--- src/rtl/fifo_reader.sv ---
// FIFO-to-stream reader: pops a first-word-fall-through-less FIFO into a 2-entry skid buffer.
// Optional delivered-beat counter on rd_count when FIFO_RD_COUNT_EN is defined.
module fifo_reader #(
    parameter int DATA_WIDTH = 8,
    parameter int BURST_LEN  = 4
) (
    input  logic                  rd_clk,
    input  logic                  rst,
    input  logic                  fifo_empty,
    input  logic [DATA_WIDTH-1:0] fifo_dout,
    output logic                  fifo_rd_en,
    output logic                  m_valid,
    input  logic                  m_ready,
    output logic [DATA_WIDTH-1:0] m_data,
    output logic                  m_last
`ifdef FIFO_RD_COUNT_EN
    ,
    output logic [15:0]           rd_count
`endif
);

    localparam logic [1:0] OCC_EMPTY = 2'd0;
    localparam logic [1:0] OCC_ONE   = 2'd1;
    localparam logic [1:0] OCC_TWO   = 2'd2;

    localparam int BW = (BURST_LEN > 2) ? $clog2(BURST_LEN) : 1;
    localparam logic [BW-1:0] LAST_BEAT = BW'(BURST_LEN - 1);

    logic [1:0]            occ;
    logic                  inflight;
    logic                  rst_q;
    logic [DATA_WIDTH-1:0] tail;
    logic [BW-1:0]         beat;
    logic                  pop;
    logic [2:0]            level;

    // Head entry is m_data itself, so the output is always a register.
    assign m_valid    = (occ != OCC_EMPTY) && !rst;
    assign pop        = m_valid && m_ready;
    assign level      = {1'b0, occ} + {2'b00, inflight} - {2'b00, pop};
    // rst_q keeps the pop request low for one cycle after reset releases.
    assign fifo_rd_en = !fifo_empty && !rst && !rst_q && (level < 3'd2);
    assign m_last     = m_valid && (beat == LAST_BEAT);

    always_ff @(posedge rd_clk) begin
        rst_q <= rst;
        if (rst) begin
            occ      <= OCC_EMPTY;
            inflight <= 1'b0;
            beat     <= '0;
            m_data   <= '0;
            tail     <= '0;
        end else begin
            inflight <= fifo_rd_en;
            if (pop) begin
                beat <= (beat == LAST_BEAT) ? '0 : beat + BW'(1);
            end
            case (occ)
                OCC_EMPTY: begin
                    if (inflight) begin
                        m_data <= fifo_dout;
                        occ    <= OCC_ONE;
                    end
                end
                OCC_ONE: begin
                    if (pop && inflight) begin
                        m_data <= fifo_dout;
                    end else if (pop) begin
                        occ <= OCC_EMPTY;
                    end else if (inflight) begin
                        tail <= fifo_dout;
                        occ  <= OCC_TWO;
                    end
                end
                OCC_TWO: begin
                    if (pop) begin
                        m_data <= tail;
                        if (inflight) begin
                            tail <= fifo_dout;
                        end else begin
                            occ <= OCC_ONE;
                        end
                    end
                end
                default: occ <= OCC_EMPTY;
            endcase
        end
    end

`ifdef FIFO_RD_COUNT_EN
    always_ff @(posedge rd_clk) begin
        if (rst) begin
            rd_count <= 16'd0;
        end else if (pop) begin
            rd_count <= rd_count + 16'd1;
        end
    end
`endif

endmodule

--- config.mk ---
export PLATFORM = sky130hd
export DESIGN_NAME = fifo_reader
export DESIGN_NICKNAME = d
export VERILOG_FILES = /design/src/rtl/fifo_reader.sv
export SDC_FILE = /design/constraint.sdc
export NUM_CORES = 1
export LEC_CHECK = 0
export CELL_PAD_IN_SITES_DETAIL_PLACEMENT = 1
export CELL_PAD_IN_SITES_GLOBAL_PLACEMENT = 2
export CORE_MARGIN = 4
export CORE_UTILIZATION = 34
export DETAILED_ROUTE_END_ITERATION = 7
export PLACE_DENSITY_LB_ADDON = 0.15
export SYNTH_ARGS = -nofsm -noshare
export SYNTH_HDL_FRONTEND = slang
export SYNTH_SLANG_ARGS = --single-unit
export TNS_END_PERCENT = 5
--- constraint.sdc ---
create_clock -name rd_clk -period 6.1 [get_ports rd_clk]
set_input_delay 1.22 -clock rd_clk [delete_from_list [all_inputs] [get_ports rd_clk]]
set_output_delay 1.22 -clock rd_clk [all_outputs]
set_load 0.005 [all_outputs]
-- Word level (Yosys, flattened, before mapping)
Index checks and enable logic that the tools add are counted.
- add/sub/neg operators: 3
- order comparisons: 1
- equality and inequality tests: 10
- multiplexer cells: 17
- reductions and logical operators: 17
- operators by type and width (operator ; count):
    $mux W8 ; 7
    $pmux W8 S3 ; 1
    $pmux W8 S2 ; 1
    $mux W2 ; 7
    $ne A2 B2 Y1 const B ; 6
    $reduce_and A4 Y1 ; 2
    $logic_and A1 B1 Y1 ; 7
    $pmux W2 S3 ; 1
    $reduce_and A5 Y1 ; 1
    $eq A2 B2 Y1 const B ; 2
    $reduce_bool A2 Y1 ; 2
    $add A2 B1 Y3 ; 1
    $logic_not A1 Y1 ; 3
    $lt A3 B2 Y1 const B ; 1
    $ne A3 B3 Y1 const B ; 1
    $reduce_bool A3 Y1 ; 1
    $sub A3 B1 Y3 ; 1
    $add A2 B1 Y2 const B ; 1
    $eq A2 B1 Y1 const B ; 1
    $logic_not A2 Y1 ; 1
- register bits: 22
- input port bits: 12
- output and inout bits: 11
- word-level logic and storage cells: 54

-- Logic depth before layout (Yosys ltp)
- depth in word-level cells: 6
- gate-level depth with buffers: 7
- depth with buffers taken out: 7

-- Worst setup path after synthesis
No wires, ideal clock.
- path type: input to output
- start: input m_ready
- end: output fifo_rd_en
- arrival: 2650 ps
- required time: 4880 ps
- slack: 2230 ps
- stages: 7
- buffers on the path: 0
- cells stage by stage: nor2b_1 > o21ai_1 > ha_1 > nand2_1 > fa_1 > nand2b_1 > nor4_1
- longest elaborated chain between the ends: 4
- RTL lines (item ; RTL line ; source):
    start, declared ; 13 ; input logic m_ready,
    $logic_and A1 B1 Y1 ; 39 ; assign pop = m_valid && m_ready;
    $sub A3 B1 Y3 ; 40 ; assign level = {1'b0, occ} + {2'b00, inflight} - {2'b00, pop};
    $lt A3 B2 Y1 ; 42 ; assign fifo_rd_en = !fifo_empty && !rst && !rst_q && (level < 3'd2);
    $logic_and A1 B1 Y1 ; 42 ;
    end, declared ; 11 ; output logic fifo_rd_en,
No other way between the ends.

-- Worst setup path after layout
Same ends and word-level chain as after synthesis.

==> impl_metrics.csv <==
group,metric,value,unit
clock_network,postCtsSetupRepairBufs,0,
die,rows,21,
layout,final_core_util,42.3,%
die,start_util,35.3,%
grt,grt_max_degree,33,
setup_path,crit_type,"in -> out",
timing,fin_ws,0.935,ns
route,ant_nets,0,
pwr,seqPwrFrac,57.8,%
layout,multi_input_area,666,um2
synth,syn_nets,129,
timing,finalSetupTns,0,ns
synth,synth.cell_area,1190,um2
grt,grt_antenna_before_repair,0,
layout,final_cell_count_no_fill,178,
timing,min_period,5.16,ns
grt,grt_pass1_wl,4.59,mm
timing,fmax,194,MHz
setup_path,path_max_fanout,6,
route,dr.first_iter.drc_count,35,
layout,layout-drive-gt1-share,13.6,%
clock_network,clkSinkCount,22,
placed_design,portBuffers,22,
layout,area_delta_synth_final,19.8,%
clock_network,cts_made_buffers,3,
setup_path,cp_common_cell,"clkdlybuf4s50_1",
synth,syn_inst,114,
grt,grt_usage,13.8,%
placed_design,dp_hpwl,1.97,mm
synth,ys_types,33,
synth,synth.avg_cell_area,10.4,um2
timing,timing.final.hold_violations,0,
clock_network,insertion_delay,0.30,ns
synth,yosys_warnings,0,
pwr,power.leakage,0.550,nW
pwr,p_int,199,uW
route,viasPerCell,4.90,
pwr,comb_power_share,17.9,%
pwr,netSwitchingPower,66.8,uW
setup_path,crit_path_end_kind,"primary output",
route,first_pass_iters,3,
route,via_count,872,
die,die_width,67.1,um
die,core,3360,um2
timing,maxSlewHeadroom,67.6,%
grt,top_usage_layer,"met2",
grt,grt_pass1_vias,938,
synth,yosysSeqAreaShare,37.1,%
grt,grt_util_met2,21.7,%
clock_network,cts-hold-fix-buffers,0,
setup_path,worstSetupStartpointType,"primary input",
timing,tightest_slew,0.486,ns
route,finalWirelength,2.63,mm
setup_path,crit_family,"buffers and inverters",
clock_network,cts_max_level,1,
placed_design,placed_cells,175,
clock_network,cts_tree,"built",
route,drcViolationCount,0,
timing,slew_violations,0,
clock_network,cts_buffer_depth,2,
die,die_area,4500,um2
run_status,outcome,"finished clean",
timing,fin_worst_skew,0.00203,ns
layout,n_fill_cell,408,
placed_design,dp_slack,0.919,ns
setup_path,slowest_delay,0.56,ns
clock_network,post_cts_resized,0,
pwr,max-vdd-ir-drop,0.0000904,V
setup_path,path_cells,"clkdlybuf4s50_1 > nor2b_1 > o21ai_1 > ha_1 > nand2_1 > fa_1 > nand2b_1 > nor4_1 > clkdlybuf4s50_1",
die,io_pins,23,
die,die_h,67.1,um
grt,met3_usage,4.22,%
pwr,power.density,187,nW/um2
layout,diodes,0,
setup_path,crit_buf_inv,2,
setup_path,cp_data_arrival_time,3.94,ns
clock_network,root_buffer,"clkbuf_4",
layout,seq_area,440,um2
flow_run,drv_cap,0,
setup_path,cp.required,4.88,ns
min_path,hold_path.class,"reg -> reg",
placed_design,finalWeightedCongestion,0.837,
pwr,power_frac_clock,24.3,%
timing,setup_viol,0,
setup_path,slowest_stage,"clkdlybuf4s50_1",
layout,final_cell_mix,"22 x dfxtp_1, 22 x clkdlybuf4s50_1, 17 x nand2b_1",
route,wl_per_cell,14.8,um
pwr,p_sw_share,25.2,%
grt,grtUsageMet1,18.1,%
grt,gr-total-overflow,0,
layout,finalNetCount,149,
synth,synth-seq-cells,22,
timing,period_share,84.7,%
timing,rsz0062_at_grt,"false",
clock_network,clk_pin_slew,0.11,ns
[power by group through the flow]
stage               Clock (mW)  Combinational [mW]  Sequential, mW
detailed placement           0              0.0482           0.157
floorplan                    0              0.0288           0.155
global route            0.0779              0.0521           0.154
global placement             0              0.0464           0.157
CTS                     0.0695              0.0484           0.153
finish                  0.0644              0.0476           0.153
[path summary, 6_finish.rpt]
check | slack [ns] | end | depth (start not counted) | from
setup / recovery | 0.94 | fifo_rd_en | 9 | m_ready
hold reg to reg | 0.44 | inflight | 1 | rst_q
hold / removal | 0.44 | inflight | 1 | rst_q
setup reg to reg | 4.02 | inflight | 6 | occ[1]
[flip-flops by register name, indices dropped and copies added (netlist names)]
register  count
beat          2
inflight      1
m_data        8
occ           2
rst_q         1
tail          8
[cells in the mapped netlist (all sizes together)]
cell type,count,area share (%)
a211oi,8,8.4
a21boi,1,0.95
a21oi,1,0.42
a22oi,1,0.63
and2,1,0.53
buf,5,5.2
clkbuf,3,0.95
dfxtp,22,37
fa,1,1.7
ha,2,2.1
inv,2,0.63
mux2i,16,14
nand2,1,0.32
nand2b,19,11
nand3b,2,1.3
nor2,7,3.6
nor2b,3,1.6
nor3,8,3.4
nor4,2,1.1
o21a,1,0.63
o21ai,2,0.84
o22a,1,0.84
o31ai,1,0.63
o32a,1,0.95
or2,1,0.53
or2b,1,0.63
xor2,1,0.74
[metrics by stage]
stage | hold WS [ns] | area [um2] | power [mW]
floorplan | 0.400 | 1190 | 0.184
global placement | 0.421 | 1400 | 0.203
detailed placement | 0.421 | 1400 | 0.205
CTS | 0.437 | 1420 | 0.271
global route | 0.463 | 1420 | 0.284
finish | 0.436 | 1420 | 0.265
[metal layers]
layer / share of wire, % / vias up / wire length (um)
met3: 3.5 / 2 / 91
met2: 47 / 14 / 1230
met1: 49 / 422 / 1290
li1: - / 434 / -
met4: 0.53 / 0 / 14
met5: 0 / - / 0
[cells by family after synthesis]
| family | count (synthesis) | share of synthesized area, % |
|---|---|---|
| AND/OR/NAND/NOR | 45 | 23.7 |
| multiplexers | 16 | 13.5 |
| buffers and inverters | 10 | 6.75 |
| XOR/XNOR | 1 | 0.739 |
| adder cells (fa/ha/maj) | 3 | 3.80 |
| flip-flops | 22 | 37.1 |
| AO/OA/AOI/OAI | 17 | 14.3 |
[final cells by class]
| type | instances | share of cell area (%) |
|---|---|---|
| inverter | 2 | 0.528 |
| sequential | 22 | 31.0 |
| clock buffer | 3 | 1.58 |
| multi-input combinational | 82 | 46.8 |
| timing repair buffer | 23 | 16.0 |
| tap | 46 | 4.05 |
(Power assumes the default switching activity.)
==> edit: new RTL, same settings <==
Set the parameter `DATA_WIDTH` to 10 (it was 8).
--- a/src/rtl/fifo_reader.sv
+++ b/src/rtl/fifo_reader.sv
@@ -1,7 +1,7 @@
 // FIFO-to-stream reader: pops a first-word-fall-through-less FIFO into a 2-entry skid buffer.
 // Optional delivered-beat counter on rd_count when FIFO_RD_COUNT_EN is defined.
 module fifo_reader #(
-    parameter int DATA_WIDTH = 8,
+    parameter int DATA_WIDTH = 10,
     parameter int BURST_LEN  = 4
 ) (
     input  logic                  rd_clk,
Ports: changed (resized fifo_dout and m_data); port bits go from 23 to 27. No check against the original RTL was run, so the function may have changed too.
==> edit against the unedited design <==
- critical path depth did not move
- final area is 15% higher
- die area up 10%
- cell count up 12%
- sequential power rose by 20%
- first-iteration DRC count rose to 3.0 times the old value
- total power is 45% higher
- routed wire length increased by 9.8%
- global-route usage decreased by 1.5 points
- count of clock-buffer cells in the layout is the same
- synthesized area rose by 12%
- sequential cell count is 4 higher
- critical endpoint unchanged
- non-clock buffer count rose by 4
- worst setup slack better by 0.10 ns
==> edit: results <==
group,metric,value,unit
outcome,status,"finished, final reports clean",
global_routing,grt_pass1_vias,1084,
synth,synth_fp_nets,151,
clock_tree,cts_root_buffer,"clkbuf_8",
pwr,leakagePower,0.619,nW
global_routing,grt_usage,0.123,
synth,yosys-top-cells-area,"dfxtp_1 39%, a211oi_2 9.4%, mux2i_1 9.1%",
timing,finClkSkew,0.00925,ns
detailed_routing,drt_iter0_drc,105,
synth,yosysUniqueCellTypes,29,
layout,finalNetCount,170,
clock_tree,insertion_delay,0.27,ns
synth,synth_common_cells,"26 x dfxtp_1, 15 x nor2_1, 13 x nand2b_1",
global_routing,grt_max_degree,39,
layout,drive_gt1_frac,0.105,
placement,gp_congestion,0.844,
placement,portBuffers,26,
detailed_routing,routedWlPerCell,14.4,um
synth,syn_inst,134,
layout,largest_registers,"m_data x10, tail x10",
clock_tree,clockBufferDepth,2,
global_routing,grt_pass1_wl,5.00,mm
layout,fillers,445,
timing,relSlewSlack,0.375,
critical_path,crit_arrival,3.84,ns
detailed_routing,num_vias,1024,
pwr,ir_drop,0.139,mV
placement,hpwl,2.01,mm
synth,yosysSeqAreaShare,0.393,
==> edit: changes by cell type after synthesis, sizes merged, moves of 2 or more <==
cell / unedited run / this run
nor3: 8 / 0
buf: 5 / 10
nand4b: 0 / 10
mux2i: 16 / 12
nand2b: 19 / 13
o21ai: 2 / 12
a211oi: 8 / 10
nor2: 7 / 15
dfxtp: 22 / 26
==> edit: power by group through the flow <==
stage / logic [mW] / registers [mW] / clock network (mW)
final: 0.0554 / 0.183 / 0.145
after global routing: 0.0616 / 0.184 / 0.156
after CTS: 0.0565 / 0.183 / 0.150
after detailed placement: 0.0562 / 0.187 / 0
after global placement: 0.0550 / 0.187 / 0
after floorplan: 0.0352 / 0.184 / 0
==> edit: cell type report <==
class / instances / area [um2] / share of cell area
Tap cell: 48 / 60.1 / 0.0367
Timing Repair Buffer: 27 / 268 / 0.164
Sequential cell: 26 / 520 / 0.318
Clock inverter: 1 / 30.0 / 0.0183
Inverter: 2 / 7.51 / 0.00459
Clock buffer: 3 / 41.3 / 0.0252
Multi-Input combinational cell: 93 / 709 / 0.433
==> edit: per-stage QoR <==
| stage | worst slack (ns) | power (mW) | area (um2) | hold WS, ns | std cells |
|---|---|---|---|---|---|
| after CTS | 1.02 | 0.390 | 1640 | 0.430 | 200 |
| after global routing | 0.855 | 0.402 | 1640 | 0.474 | 200 |
| final | 1.04 | 0.384 | 1640 | 0.426 | 200 |
| after detailed placement | 1.02 | 0.243 | 1570 | 0.419 | 196 |
| after floorplan | 2.15 | 0.220 | 1330 | 0.400 | 134 |
| after global placement | 1.11 | 0.242 | 1570 | 0.411 | 196 |
==> edit: critical path, cell delays in order <==
cell and delay, ns:
clkdlybuf4s50_1 0.53, and2b_1 0.20, o21ai_1 0.18, ha_1 0.33
nand2_1 0.07, fa_1 0.49, nand2b_1 0.07, nor4_1 0.21
clkdlybuf4s50_1 0.54
==> edit: worst paths after layout <==
check             depth (start not counted)    start  slack, ns         end
setup / recovery                          9  m_ready       1.04  fifo_rd_en
hold / removal                            1    rst_q       0.43    inflight
setup reg to reg                          4   occ[1]       3.41     tail[5]
hold reg to reg                           1    rst_q       0.43    inflight
==> edit: kinds of logic after synthesis <==
logic type | share of synthesized area
AO/OA/AOI/OAI | 0.173
buffers and inverters | 0.0718
adder cells (fa/ha/maj) | 0.0340
multiplexers | 0.0907
flip-flops | 0.393
AND/OR/NAND/NOR | 0.231
XOR/XNOR | 0.00661
==> edit: metal layers <==
metal / vias to the layer above / routed length [um] / GRT usage
met5: - / 0 / 0
met1: 488 / 1440 / 0.157
met3: 2 / 112 / 0.0331
met2: 23 / 1320 / 0.207
li1: 511 / - / -
met4: 0 / 17 / 0.0255
